## config.mk

```make
export PLATFORM = sky130hd
export DESIGN_NAME = barrido_teclado
export DESIGN_NICKNAME = d
export VERILOG_FILES = /design/src/rtl/barrido_teclado_pkg.sv /design/src/rtl/sincronizador.sv /design/src/rtl/barrido_teclado.sv
export SDC_FILE = /design/constraint.sdc
export NUM_CORES = 1
export LEC_CHECK = 0
export CAP_MARGIN = 20
export CORE_MARGIN = 1.5
export CORE_UTILIZATION = 48
export CTS_BUF_LIST = sky130_fd_sc_hd__clkbuf_16
export DETAILED_ROUTE_END_ITERATION = 10
export PLACE_DENSITY = 0.71
export SYNTH_ARGS = -nofsm -noshare
export SYNTH_HDL_FRONTEND = slang
export SYNTH_SLANG_ARGS = --single-unit
```

## constraint.sdc

```tcl
create_clock -name clk -period 3.2 [get_ports clk]
set_clock_uncertainty 0.05 [all_clocks]
set_input_delay 0.64 -clock clk [delete_from_list [all_inputs] [get_ports clk]]
set_output_delay 0.64 -clock clk [all_outputs]
set_load 0.01 [all_outputs]
```

## src/rtl/barrido_teclado_pkg.sv

```systemverilog
// Shared types and sizes for the 4x4 keypad scanner.
// Holds the FSM state encoding plus small helpers for decoding the row lines.
package barrido_teclado_pkg;

  localparam int KEY_W   = 6;
  localparam int N_LINES = 4;

  typedef enum logic [1:0] {
    SCAN,
    DEBOUNCE,
    HELD
  } estado_t;

  // True when exactly one bit of the active-high vector is set.
  function automatic logic es_unico(input logic [N_LINES-1:0] activos);
    return (activos != '0) && ((activos & (activos - 1'b1)) == '0);
  endfunction

  function automatic logic [1:0] fila_a_indice(input logic [N_LINES-1:0] activos);
    logic [1:0] idx;
    idx = 2'd0;
    for (int i = 0; i < N_LINES; i++) begin
      if (activos[i]) idx = 2'(i);
    end
    return idx;
  endfunction

endpackage

```

## src/rtl/sincronizador.sv

```systemverilog
// Two-flop synchronizer for asynchronous level inputs.
// Both stages reset to all ones so idle pulled-up lines read as released.
module sincronizador #(
  parameter int WIDTH = 4
) (
  input  logic             clk_i,
  input  logic             rst_i,
  input  logic [WIDTH-1:0] d_i,
  output logic [WIDTH-1:0] q_o
);

  logic [WIDTH-1:0] meta_q;
  logic [WIDTH-1:0] sync_q;

  always_ff @(posedge clk_i or posedge rst_i) begin
    if (rst_i) begin
      meta_q <= '1;
      sync_q <= '1;
    end else begin
      meta_q <= d_i;
      sync_q <= meta_q;
    end
  end

  assign q_o = sync_q;

endmodule

```

## src/rtl/barrido_teclado.sv

```systemverilog
// 4x4 keypad scanner: drives one column low at a time, debounces a single-key
// press, emits a one-cycle key_detect pulse with the key code, then waits for release.
module barrido_teclado
  import barrido_teclado_pkg::*;
#(
  parameter int SCAN_DIV        = 1000,
  parameter int DEBOUNCE_CYCLES = 50000
) (
  input  logic               clk,
  input  logic               rst,
  input  logic [N_LINES-1:0] fila,
  output logic [N_LINES-1:0] columna,
  output logic [KEY_W-1:0]   input_teclado,
  output logic               key_detect
);

  localparam int DWELL_W = $clog2(SCAN_DIV);
  localparam int DEB_W   = (DEBOUNCE_CYCLES > 1) ? $clog2(DEBOUNCE_CYCLES) : 1;
  localparam logic [DWELL_W-1:0] DWELL_LAST = DWELL_W'(SCAN_DIV - 1);
  localparam logic [DEB_W-1:0]   DEB_LAST   = DEB_W'(DEBOUNCE_CYCLES - 1);

  logic [N_LINES-1:0] fila_s;
  estado_t            state_q;
  logic [1:0]         col_idx_q;
  logic [1:0]         row_q;
  logic [N_LINES-1:0] patron_q;
  logic [N_LINES-1:0] columna_q;
  logic [KEY_W-1:0]   code_q;
  logic               key_detect_q;
  logic [DWELL_W-1:0] dwell_q;
  logic [DEB_W-1:0]   deb_q;
  logic [1:0]         col_idx_d;
  logic [N_LINES-1:0] columna_d;

  sincronizador #(
    .WIDTH(N_LINES)
  ) u_sync (
    .clk_i(clk),
    .rst_i(rst),
    .d_i  (fila),
    .q_o  (fila_s)
  );

  // Column to move to whenever a scan step gives up on the current one.
  assign col_idx_d = col_idx_q + 2'd1;
  assign columna_d = ~(4'b0001 << col_idx_d);

  always_ff @(posedge clk or posedge rst) begin
    if (rst) begin
      state_q      <= SCAN;
      col_idx_q    <= 2'd0;
      row_q        <= 2'd0;
      patron_q     <= '1;
      columna_q    <= 4'b1110;
      code_q       <= '0;
      key_detect_q <= 1'b0;
      dwell_q      <= '0;
      deb_q        <= '0;
    end else begin
      key_detect_q <= 1'b0;
      case (state_q)
        SCAN: begin
          // Rows are only trusted on the last dwell cycle, after sync latency.
          if (dwell_q == DWELL_LAST) begin
            dwell_q <= '0;
            if (es_unico(~fila_s)) begin
              state_q  <= DEBOUNCE;
              patron_q <= fila_s;
              row_q    <= fila_a_indice(~fila_s);
              deb_q    <= '0;
            end else begin
              col_idx_q <= col_idx_d;
              columna_q <= columna_d;
            end
          end else begin
            dwell_q <= dwell_q + 1'b1;
          end
        end
        DEBOUNCE: begin
          if (fila_s != patron_q) begin
            state_q   <= SCAN;
            col_idx_q <= col_idx_d;
            columna_q <= columna_d;
            dwell_q   <= '0;
            deb_q     <= '0;
          end else if (deb_q == DEB_LAST) begin
            state_q      <= HELD;
            deb_q        <= '0;
            code_q       <= {2'b00, row_q, col_idx_q};
            key_detect_q <= 1'b1;
          end else begin
            deb_q <= deb_q + 1'b1;
          end
        end
        HELD: begin
          if (fila_s != '1) begin
            deb_q <= '0;
          end else if (deb_q == DEB_LAST) begin
            state_q   <= SCAN;
            col_idx_q <= col_idx_d;
            columna_q <= columna_d;
            dwell_q   <= '0;
            deb_q     <= '0;
          end else begin
            deb_q <= deb_q + 1'b1;
          end
        end
        default: state_q <= SCAN;
      endcase
    end
  end

  assign columna       = columna_q;
  assign input_teclado = code_q;
  assign key_detect    = key_detect_q;

endmodule

```

Word level (Yosys, flattened, before mapping)

Index checks and enable logic that the tools add are counted.
W data, S select, Z words.

Bitwise gates (word level): 4
Reduce and logical (&&, ||, !) cells: 11
Shifts and indexed selects: 1
Eq/ne operators: 13
Muxes and demuxes: 36
Add/subtract/negate cells: 4

Operators by type and width:

| cell                    | number |
|---|---|
| $mux W16                | 5 |
| $pmux W16 S3            | 1 |
| $mux W10                | 4 |
| $pmux W10 S3            | 1 |
| $mux W2                 | 13 |
| $mux W4                 | 5 |
| $add A16 B1 Y16 const B | 1 |
| $eq A16 B16 Y1 const B  | 1 |
| $ne A2 B2 Y1 const B    | 6 |
| $pmux W2 S3             | 2 |
| $pmux W4 S3             | 1 |
| $add A10 B1 Y10 const B | 1 |
| $eq A10 B10 Y1 const B  | 1 |
| $reduce_and A3 Y1       | 3 |
| $not A4 Y4              | 2 |
| $reduce_and A6 Y1       | 1 |
| $reduce_and A5 Y1       | 1 |
| $and A4 B4 Y4           | 1 |
| $logic_not A4 Y1        | 1 |
| $mux W1                 | 4 |
| $ne A4 B4 Y1            | 1 |
| $ne A4 B4 Y1 const B    | 1 |
| $reduce_and A4 Y1       | 1 |
| $reduce_bool A4 Y1      | 1 |
| other kinds (10)        | 10 |

Output and inout port bits: 11
Bits in registers: 53
Input port bits: 6

Longest topological paths before layout

Gate-level depths: netlist (run 1).

Depth after elaboration: 8
Depth in mapped cells: 9

By module

Synthesis (run 1) repeated with hierarchy kept, for this count alone.

Cell total of the unflattened synthesis: 274
Area total of the unflattened synthesis: 2,772.7 µm²

By module, submodules not included:

| module          | sequential area each (µm²) | cells each | area each (µm²) | instances |
|---|---|---|---|---|
| barrido_teclado | 1,134.8                    | 265        | 2,558.7         | 1 |
| sincronizador   | 210.2                      | 9          | 214.0           | 1 |

Worst setup path before layout (run 1)

OpenSTA, ideal clock, no wires.

Kind: flip-flop to flip-flop
Start: reg deb_q[0]
End: reg col_idx_q[1]
Buffers on the path: 1
Data arrival time: 1,920 ps
Cell stages (with the launch flop): 9
Path slack: 1,102 ps
Clock period less this slack: 2,098 ps
Data required time: 3,022 ps
Library setup time: 128 ps
Cell sequence: dfrtp_1 -> ha_1 -> and4b_1 -> nand4b_4 -> o21ai_2 -> nand3b_2 -> nand2b_1 -> buf_2 -> mux2_1

Cells in the longest elaborated chain, start to end: 3

RTL lines:

| element                            | line                   | RTL |
|---|---|---|
| start, declared                    | barrido_teclado.sv:31  | `logic [DEB_W-1:0] deb_q;` |
| start signal, assigned             | barrido_teclado.sv:92  | `deb_q <= deb_q + 1'b1;` |
| start signal, assigned             | barrido_teclado.sv:105 | `deb_q <= deb_q + 1'b1;` |
| $eq A16 B16 Y1                     | barrido_teclado.sv:98  | `end else if (deb_q == DEB_LAST) begin` |
| $ne A2 B2 Y1 (no source line)      | n/a                    |  |
| $reduce_and A6 Y1 (no source line) | n/a                    |  |
| end signal, assigned               | barrido_teclado.sv:72  | `col_idx_q <= col_idx_d;` |
| end signal, assigned               | barrido_teclado.sv:82  | `col_idx_q <= col_idx_d;` |
| end signal, assigned               | barrido_teclado.sv:100 | `col_idx_q <= col_idx_d;` |
| end, declared                      | barrido_teclado.sv:24  | `logic [1:0] col_idx_q;` |

No other way between the ends.
A chain may end at the register's enable or synchronous reset.

Worst setup path after layout (run 1)

Same ends and word-level chain as after synthesis.

==> results of run 1 <==
-- stage by stage --
stage                     power, mW  cell area, µm²  std cells  setup slack [ns]   util
after global routing           1.28            3160        357             0.424  0.563
final                          1.22            3160        357             0.647  0.563
after floorplan               0.717            2840        274              1.10      -
after detailed placement      0.729            3020        349             0.655  0.539
after global placement        0.728            3020        349             0.718  0.539
after CTS                      1.24            3160        357             0.631  0.563
-- cell type report --
class / count / area, µm²
Fill cell: 484 / 2450
Sequential cell: 53 / 1350
Timing Repair Buffer: 16 / 155
Multi-Input combinational cell: 194 / 1380
Inverter: 14 / 52.6
Tap cell: 72 / 90.1
Clock inverter: 3 / 11.3
Clock buffer: 5 / 125
-- per-layer routing --
layer  part of all wire  vias to the layer above  global-route usage
met5                  0                        -                   0
li1                   -                     1008                   -
met3              0.027                        4              0.0320
met1               0.49                      990               0.245
met2               0.47                       33               0.313
met4             0.0080                        0              0.0672
-- synthesized netlist by cell type (4+ instances only) --
master,number,share of area
nand4_1,5,0.011
ha_1,10,0.044
buf_2,4,0.0070
and3_1,9,0.020
o31ai_1,5,0.013
inv_1,14,0.019
clkbuf_1,6,0.0079
a21o_1,4,0.011
o21ai_0,20,0.035
o21ai_1,5,0.0088
dfstp_2,15,0.14
mux2_2,9,0.036
mux2i_1,6,0.021
a2bb2oi_1,5,0.015
nand3_1,13,0.023
nor4b_1,4,0.012
nor2_1,13,0.017
dfrtp_1,38,0.33
nand2_1,25,0.033
or2_1,4,0.0088
-- report_power, final --
part	total (mW)	switching [mW]	internal [mW]
combinational	0.0299	0.0187	0.0112
sequential	0.686	0.00606	0.680
clock	0.506	0.224	0.282
total	1.22	0.249	0.973
-- worst max-delay path by stage --
stage,from,slack (ns),end,cells past startpoint
floorplan,deb_q[0],1.10,col_idx_q[1],8
global placement,deb_q[0],0.72,col_idx_q[1],7
detailed placement,deb_q[0],0.65,col_idx_q[1],7
CTS,deb_q[0],0.63,col_idx_q[1],7
global route,deb_q[0],0.42,col_idx_q[1],7
finish,deb_q[0],0.65,col_idx_q[1],7
-- registers in the layout, indices dropped and copies added, names as in the netlist --
register       cells
state_q            2
col_idx_q          2
u_sync.meta_q      4
row_q              2
patron_q           4
key_detect         1
dwell_q           10
input_teclado      4
u_sync.q_o         4
columna            4
deb_q             16
-- worst max-delay path: cells and delay by family, from the launching register on --
family,cells,cell delay (ns)
muxes,1,0.38
DFF,1,0.41
adders and majority gates,1,0.21
and+or+nand+nor,4,1.18
AOI/OAI and AO/OA,1,0.20
-- logic make-up (layout without fill, tap and decap cells) --
logic type                 Yosys count  in the layout  synth area share
and+or+nand+nor                    100            100             0.207
AOI/OAI and AO/OA                   60             60             0.152
DFF                                 53             53             0.474
buffers and inverters               27             38            0.0427
muxes                               16             16            0.0608
adders and majority gates           10             10            0.0441
xor gates and xnor gates             6              6            0.0185
other                                1              2           0.00132
==> reports/qor.csv, run 1 <==
stage;metric;value;unit
critical_path;path_cells;ha_1 > and4b_1 > nand4b_4 > o21ai_2 > nand3b_2 > nand2b_1 > mux2_1;
hold_path;worst_hold_startpoint;u_sync.meta_q[1];
yosys;synthCells;273;
timing;fmax;392;MHz
hold_path;hp-class;reg -> reg;
timing;rsz0062_at_grt;no;
run;drv_cap;0;
floorplan;pin_count;17;
hold_path;hold_path_depth;0;
floorplan;die_y;79.9;µm
global_routing;gr-total-overflow;0;
clock_network;cts.sinks;53;
floorplan;core_area;5610;µm²
timing;finalSetupViolCount;0;
global_routing;grt_pass1_wl;9460;µm
timing;tightest_slew;0.914;ns
critical_path;cp_max_fo;16;
timing;slew_headroom;0.390;
detailed_routing;drt.antenna.violating_nets;0;
detailed_routing;vias;2035;
yosys;dominantRegCellSynth;dfrtp_1;
floorplan;initial_core_util;0.506;
outcome;outcome;complete, no violations;
pwr;leakage;1.41;nW
timing;finalCritPeriodShare;0.798;
critical_path;crit_arrival;2.68;ns
clock_network;ctsHoldBuffers;0;
clock_network;cts_setup_buffers;0;
timing;finalHoldViolCount;0;
critical_path;endpoint_kind;register;
clock_network;cts_resized;0;
final_layout;most-common-layout-cells;dfrtp_1 (38), nand2_1 (25), o21ai_0 (20), inv_1 (15), dfstp_2 (15);
critical_path;reg2reg_slack;0.65;ns
global_routing;grt_pass1_vias;2065;
yosys;ys_ff_latch;53;
critical_path;slowest_delay;0.41;ns
global_routing;antenna_found_initial;0;
yosys;ys_types;57;
yosys;synthArstFlopShare;1.00;
critical_path;crit_path_start_kind;register;
yosys;avgSynthCellArea;10.4;µm²
final_layout;area_growth;11.1;%
yosys;synthesis.area;2840;µm²
detailed_routing;drc;0;
critical_path;critPathKind;reg -> reg;
clock_network;cts_buffers;5;
floorplan;dieArea;6390;µm²
detailed_routing;drt-pass1-iter-count;4;
place;port_buffers;14;
clock_network;htree_num_levels;2;
detailed_routing;wl_per_cell;14.7;µm
critical_path;r2r-end;col_idx_q[1];
place;dp_hpwl;3640;µm
pwr;cellPowerDensity;387;nW/µm²
final_layout;drive_above_1_share;0.151;
yosys;synth_edf_count;0;
critical_path;slowest_stage;dfrtp_1;
hold_path;holdPathEnd;u_sync.q_o[1];
timing;slew_violations;0;
timing;layout_min_cycle_time;2.55;ns
timing;fin_setup_tns;0;ns
global_routing;grt_use_total;0.188;
clock_network;clk_pin_slew_worst_paths;0.07;ns
pwr;ir_worst_vdd;308;µV
clock_network;ctsLongestPathBuffers;2;
critical_path;r2r-start;deb_q[0];
detailed_routing;finalWirelength;5260;µm
yosys;seq_area_frac_synth;0.474;
final_layout;fin_nets;300;
floorplan;fp.dieW;79.9;µm
critical_path;cp_data_required_time;3.33;ns
place;gp_congestion;0.828;
global_routing;grt_start_max_net_pins;45;
detailed_routing;viasPerCell;5.70;
floorplan;num_rows;27;
final_layout;antenna_cells;0;
clock_network;cts_tree;done;
final_layout;mostFrequentLayoutCell;dfrtp_1;
detailed_routing;drtIter0Drc;107;
timing;fin_hold_ws;0.305;ns
clock_network;clock_latency;0.29;ns
critical_path;r2r_cells;7;
clock_network;clockRootBuffer;clkbuf_16;
yosys;yosysWarnings;0;
(Power assumes the default switching activity.)
==> run 2, diff against run 1 <==
==> constraint.sdc (replaced) <==
create_clock -name clk -period 2.6 [get_ports clk]
set_clock_uncertainty 0.05 [all_clocks]
set_input_delay 0.52 -clock clk [delete_from_list [all_inputs] [get_ports clk]]
set_output_delay 0.52 -clock clk [all_outputs]
set_load 0.01 [all_outputs]
==> run 2 against run 1 <==
  * Combinational power rose by 30%
  * Clock power up 58%
  * Core utilization up 1.4 points
  * Sequential share of layout area fell by 1.0 points
  * Critical path depth down 1
  * Cell count is 0.56% higher
  * Maximum frequency increased by 11%
==> reports/qor.csv, run 2 (synthesized netlist as in run 1, its figures left out) <==
stage;metric;value;unit;change
critical_path;endpoint_kind;register;;
pwr;ir_worst_vdd;422;µV;+37%
final_layout;top_regs;deb_q x16, dwell_q x10;;
hold_path;hold_path_depth;0;;unchanged
global_routing;gr-total-overflow;0;;unchanged
floorplan;dieArea;6390;µm²;unchanged
clock_network;clock_latency;0.29;ns;about the same
timing;slew_headroom;0.651;;+0.262
critical_path;cpMostUsedCell;or2_1;;
final_layout;most-common-layout-cells;dfrtp_1 (38), nand2_1 (25), o21ai_0 (20), dfstp_2 (15), clkdlybuf4s50_1 (14);;
pwr;p_clk_frac;0.475;;+0.061
critical_path;r2r-end;deb_q[13];;
final_layout;mostFrequentLayoutCell;dfrtp_1;;
critical_path;slowest_delay;0.61;ns;+0.20 ns
final_layout;regMostFlops;deb_q;;
pwr;switching_share;0.190;;-0.0139
floorplan;die_y;79.9;µm;unchanged
place;dp_hpwl;3740;µm;+2.8%
final_layout;area_growth;13.8;%;
critical_path;path_cells;xnor2_1 > o211ai_2 > a21boi_2 > or2_1 > or2_1 > o31ai_2;;
floorplan;num_rows;27;;unchanged
global_routing;grt_pass1_vias;1992;;-3.5%
clock_network;clk_pin_slew_worst_paths;0.07;ns;about the same
critical_path;crit_path_start_kind;register;;
floorplan;fp.dieW;79.9;µm;unchanged
final_layout;largest_reg_flops;16;;unchanged
clock_network;cts_buffers;5;;unchanged
detailed_routing;vias;2074;;+1.9%
timing;layout_min_cycle_time;2.29;ns;-0.261 ns
clock_network;cts_resized;0;;unchanged
hold_path;hp-class;reg -> reg;;
critical_path;cp_data_required_time;2.75;ns;-0.58 ns
clock_network;htree_num_levels;2;;unchanged
timing;finalHoldViolCount;0;;unchanged
hold_path;worst_hold_startpoint;u_sync.meta_q[1];;
place;gp_congestion;0.884;;+6.7%
critical_path;critPathKind;reg -> reg;;
pwr;p_int;1.36;mW;+40%
detailed_routing;drt-pass1-iter-count;4;;unchanged
critical_path;cp_max_fo;12;;-4
timing;fin_setup_tns;0;ns;unchanged
final_layout;fin_nets;302;;+0.67%
final_layout;antenna_cells;0;;unchanged
clock_network;cts.sinks;53;;unchanged
global_routing;antenna_found_initial;0;;unchanged
critical_path;r2r-start;u_sync.q_o[3];;
pwr;cellPowerDensity;520;nW/µm²;+34%
clock_network;ctsHoldBuffers;0;;unchanged
critical_path;crit_arrival;2.44;ns;-0.24 ns
detailed_routing;drt.antenna.violating_nets;0;;unchanged
critical_path;reg2reg_slack;0.31;ns;-0.34 ns
global_routing;grt_use_total;0.184;;-0.00387
floorplan;initial_core_util;0.506;;unchanged
timing;rsz0062_at_grt;no;;
global_routing;grt_pass1_wl;9110;µm;-3.6%
final_layout;drive_above_1_share;0.167;;+0.0164
outcome;outcome;complete, no violations;;
pwr;switching_power;0.319;mW;+28%
place;place_area;3050;µm²;+0.91%
final_layout;final_area;3230;µm²;+2.4%
detailed_routing;wl_per_cell;14.5;µm;-1.4%
pwr;leakage;1.44;nW;+2.2%
clock_network;cts_setup_buffers;0;;unchanged
detailed_routing;drtIter0Drc;98;;-8.4%
timing;fmax;436;MHz;+11%
floorplan;pin_count;17;;unchanged
detailed_routing;drc;0;;unchanged
clock_network;cts_tree;done;;
global_routing;grt_start_max_net_pins;32;;-29%
run;drv_cap;0;;unchanged
timing;tightest_slew;0.522;ns;-0.392 ns
timing;finalCritPeriodShare;0.882;;+0.0837
pwr;power_frac_seq;0.502;;-0.059
clock_network;ctsLongestPathBuffers;2;;unchanged
floorplan;core_area;5610;µm²;unchanged
critical_path;slowest_stage;dfstp_2;;
critical_path;r2r_cells;6;;-1
hold_path;holdPathEnd;u_sync.q_o[1];;
timing;finalSetupViolCount;0;;unchanged
detailed_routing;viasPerCell;5.78;;+1.3%
clock_network;clockRootBuffer;clkbuf_16;;
place;port_buffers;14;;unchanged
pwr;power_frac_comb;0.023;;about the same
detailed_routing;finalWirelength;5220;µm;-0.80%
timing;slew_violations;0;;unchanged
-- run 2: changes by cell type in the layout (fill, tap and decap cells not counted) --
cell,change
inv_1,-2
clkinv_1,-1
clkinv_2,+1
buf_12,+1
buf_4,+1
bufinv_16,+1
clkbuf_16,+1
-- run 2: power groups by stage --
stage	clock, mW	sequential [mW]	combinational, mW
after floorplan	0	0.854	0.0282
after global placement	0	0.858	0.0398
after detailed placement	0	0.858	0.0409
after CTS	0.819	0.843	0.0412
after global routing	0.850	0.844	0.0457
final	0.799	0.843	0.0388
-- run 2: how the worst max path moves through the flow --
stage                   from           end  slack [ns]
2_1_floorplan       deb_q[0]  col_idx_q[1]        0.50
3_3_place_gp      dwell_q[3]      deb_q[3]        0.38
3_5_place_dp        deb_q[0]    columna[1]        0.32
4_1_cts        u_sync.q_o[3]     deb_q[13]        0.30
5_1_grt             deb_q[0]    columna[1]        0.11
6_report       u_sync.q_o[3]     deb_q[13]        0.31
-- run 2: layer usage --
metal,vias to the layer above,track usage,share of wire
li1,1006,-,-
met1,1024,0.232,0.47
met2,34,0.308,0.48
met3,10,0.0343,0.026
met4,0,0.0776,0.018
met5,-,0,0
-- run 2: critical path, delay by kind of cell (launching register included) --
kind	cells	cell delay [ns]
DFF	1	0.61
and+or+nand+nor	2	0.78
AOI/OAI and AO/OA	3	0.65
xor gates and xnor gates	1	0.10
-- run 2: cell type report --
class	instances	area, µm²
clock buffer	6	150
multi-input combinational	194	1380
fill	474	2370
timing repair buffer	18	183
sequential	53	1350
inverter	14	52.6
clock inverter	2	35.0
tap	72	90.1
-- run 2: through the flow --
step	hold WS (ns)	cells	util	worst slack, ns	power (mW)
global placement	0.297	351	0.544	0.384	0.898
finish	0.307	359	0.577	0.308	1.68
floorplan	0.295	274	-	0.502	0.882
CTS	0.308	359	0.577	0.298	1.70
global route	0.310	359	0.577	0.113	1.74
detailed placement	0.299	351	0.544	0.317	0.899
==> run 3, diff against run 2 <==
--- a/config.mk
+++ b/config.mk
@@ -5,12 +5,13 @@
 export SDC_FILE = /design/constraint.sdc
 export NUM_CORES = 1
 export LEC_CHECK = 0
+export ABC_AREA = 1
 export CAP_MARGIN = 20
 export CORE_MARGIN = 1.5
 export CORE_UTILIZATION = 48
 export CTS_BUF_LIST = sky130_fd_sc_hd__clkbuf_16
 export DETAILED_ROUTE_END_ITERATION = 10
-export PLACE_DENSITY = 0.71
+export PLACE_DENSITY = 0.7
 export SYNTH_ARGS = -nofsm -noshare
 export SYNTH_HDL_FRONTEND = slang
 export SYNTH_SLANG_ARGS = --single-unit
==> run 3 against run 2 <==
  * Cell count rose by 61%
  * Highest routed layer unchanged
  * Area after synthesis up 19%
  * Total power down 9.0%
==> reports/qor.csv, run 3 <==
stage;metric;value;unit;change
timing;tightest_slew;0.515;ns;-0.00737 ns
timing;fmax;517;MHz;+19%
yosys;yosysMostFrequentCell;nand2_1;;
run;drv_cap;0;;unchanged
critical_path;path_delay_family;simple AND/OR/NAND/NOR gates;;
critical_path;critPathKind;reg -> reg;;
place;dp.cells;569;;+62%
pwr;leakage;1.82;nW;+27%
final_layout;fill_cells;642;;+35%
final_layout;antenna_cells;0;;unchanged
timing;fin_setup_tns;0;ns;unchanged
detailed_routing;drt.antenna.violating_nets;0;;unchanged
yosys;synth_edf_count;0;;unchanged
pwr;ir_worst_vdd;306;µV;-28%
timing;finalHoldViolCount;0;;unchanged
timing;finalCritPeriodShare;0.743;;-0.138
floorplan;fp.dieW;86.9;µm;+8.7%
global_routing;gr-total-overflow;0;;unchanged
timing;fin_hold_ws;0.305;ns;-0.00200 ns
clock_network;cts_tree;done;;
detailed_routing;finalWirelength;7010;µm;+34%
critical_path;cp.buffers_inverters;3;;+3
critical_path;slowest_delay;0.45;ns;-0.16 ns
clock_network;ctsHoldBuffers;0;;unchanged
critical_path;crit_arrival;2.11;ns;-0.33 ns
floorplan;dieArea;7550;µm²;+18%
critical_path;slowest_stage;dfrtp_1;;
critical_path;endpoint_kind;register;;
final_layout;mostFrequentLayoutCell;nand2_1;;
yosys;synthArstFlopShare;1.00;;unchanged
critical_path;path_cells;ha_1 > nand2_1 > inv_1 > nand3_4 > inv_2 > nand3_1 > inv_1 > nand3_1 > nand2_1;;
yosys;synthesis.area;3380;µm²;+19%
clock_network;ctsLongestPathBuffers;2;;unchanged
timing;slew_headroom;0.656;;+0.00492
final_layout;postLayoutCoreUtil;0.547;;-0.0294
detailed_routing;drt-pass1-iter-count;5;;+1
outcome;outcome;complete, no violations;;
yosys;avgSynthCellArea;7.20;µm²;-31%
place;gp_congestion;0.908;;+2.7%
yosys;seq_area_frac_synth;0.398;;-0.0753
floorplan;num_rows;30;;+11%
final_layout;fin_nets;496;;+64%
yosys;synthCells;469;;+72%
detailed_routing;viasPerCell;5.06;;-12%
clock_network;cts_buffers;5;;unchanged
yosys;dominantRegCellSynth;dfrtp_1;;
detailed_routing;wl_per_cell;12.2;µm;-16%
floorplan;core_area;6790;µm²;+21%
yosys;yosysWarnings;0;;unchanged
clock_network;clock_latency;0.29;ns;about the same
clock_network;htree_num_levels;2;;unchanged
hold_path;hp-class;reg -> reg;;
detailed_routing;drtIter0Drc;161;;+64%
timing;slew_violations;0;;unchanged
critical_path;cp_max_fo;12;;unchanged
place;dpl_worst_slack;0.702;ns;+0.385 ns
final_layout;stdcell_count;577;;+61%
critical_path;crit_path_start_kind;register;;
global_routing;grt_pass1_wl;12500;µm;+37%
global_routing;antenna_found_initial;0;;unchanged
global_routing;grt_use_total;0.207;;+0.0231
clock_network;cts.sinks;53;;unchanged
yosys;ys_ff_latch;53;;unchanged
final_layout;largest_reg_flops;16;;unchanged
final_layout;drive_above_1_share;0.127;;-0.0404
yosys;ys_types;30;;-47%
yosys;synth.top_cells.by_count;nand2_1 (159), inv_1 (56), nor2_1 (53);;
clock_network;clockRootBuffer;clkbuf_16;;
floorplan;die_y;86.9;µm;+8.7%
final_layout;area_growth;10.1;%;
final_layout;most-common-layout-cells;nand2_1 (159), inv_1 (57), nor2_1 (53), dfrtp_1 (38), nand3_1 (26);;
timing;setup_ws;0.667;ns;+0.359 ns
global_routing;grt_start_max_net_pins;31;;-3.1%
floorplan;initial_core_util;0.497;;-0.00942
place;dp_hpwl;5160;µm;+38%
pwr;cellPowerDensity;412;nW/µm²;-21%
global_routing;grt_pass1_vias;2788;;+40%
clock_network;cts_setup_buffers;0;;unchanged
yosys;synth_top_area_share;0.282;;-0.0532
detailed_routing;drc;0;;unchanged
yosys;yosys.area.top_type;dfrtp_1;;
detailed_routing;vias;2922;;+41%
floorplan;pin_count;17;;unchanged
place;port_buffers;14;;unchanged
critical_path;cp_data_required_time;2.78;ns;+0.03 ns
timing;finalSetupViolCount;0;;unchanged
critical_path;reg2reg_slack;0.67;ns;+0.36 ns
timing;rsz0062_at_grt;no;;
clock_network;clk_pin_slew_worst_paths;0.07;ns;about the same
yosys;synth_area_leaders;dfrtp_1 (28%), nand2_1 (18%), dfstp_2 (12%), inv_1 (6.2%), nor2_1 (5.9%);;
timing;layout_min_cycle_time;1.93;ns;-0.359 ns
final_layout;top_regs;deb_q x16, dwell_q x10;;
final_layout;regMostFlops;deb_q;;
clock_network;cts_resized;0;;unchanged
==> run 3: area by class of cell <==
type	count	area (µm²)	share of cell area
Timing Repair Buffer	15	160	0.0431
Clock buffer	5	125	0.0337
Tap cell	96	120	0.0323
Sequential cell	53	1350	0.362
Clock inverter	3	11.3	0.00303
Inverter	63	236	0.0636
Multi-Input combinational cell	342	1720	0.462
==> run 3: metrics by stage <==
stage | power, mW | instance area [µm²]
floorplan | 0.895 | 3380
global placement | 0.914 | 3580
detailed placement | 0.915 | 3580
CTS | 1.54 | 3720
global route | 1.59 | 3720
finish | 1.53 | 3720
==> run 3: metal layers <==
metal	track usage	vias to the layer above	routed length [µm]
li1	-	1488	-
met1	0.285	1348	3280
met2	0.335	78	3300
met3	0.0389	8	344
met4	0.0572	0	85
met5	0	-	0
==> run 3: logic make-up (layout without fill, tap and decap cells) <==
group / count (synthesis) / after routing / share of synthesized area
other cells: 1 / 2 / 0.00111
compound gates: 26 / 26 / 0.0485
buf+inv: 75 / 86 / 0.0937
flops: 53 / 53 / 0.398
fa+ha+maj: 10 / 10 / 0.0371
xor+xnor: 7 / 7 / 0.0182
simple gates: 297 / 297 / 0.403
==> run 3: power by group <==
group          switching [mW]  internal, mW
sequential            0.00610         0.836
clock                   0.284         0.347
combinational          0.0384        0.0182
==> run 3: path summary, 6_finish.rpt <==
| kind | start | end | depth (start not counted) |
|---|---|---|---|
| min | u_sync.meta_q[1] | u_sync.q_o[1] | 0 |
| min reg2reg | u_sync.meta_q[1] | u_sync.q_o[1] | 0 |
| min in group asynchronous | rst | col_idx_q[1] | 2 |
| max in group asynchronous | rst | u_sync.q_o[0] | 3 |
| max reg2reg | dwell_q[0] | state_q[0] | 9 |
| max | dwell_q[0] | state_q[0] | 9 |
==> run 3: worst reg2reg max path, cell delays in order, from the launching register on <==
cell and delay (ns):
dfrtp_1 0.45, ha_1 0.20, nand2_1 0.09, inv_1 0.12, nand3_4 0.16, inv_2 0.13, nand3_1 0.34, inv_1 0.18
nand3_1 0.08, nand2_1 0.06
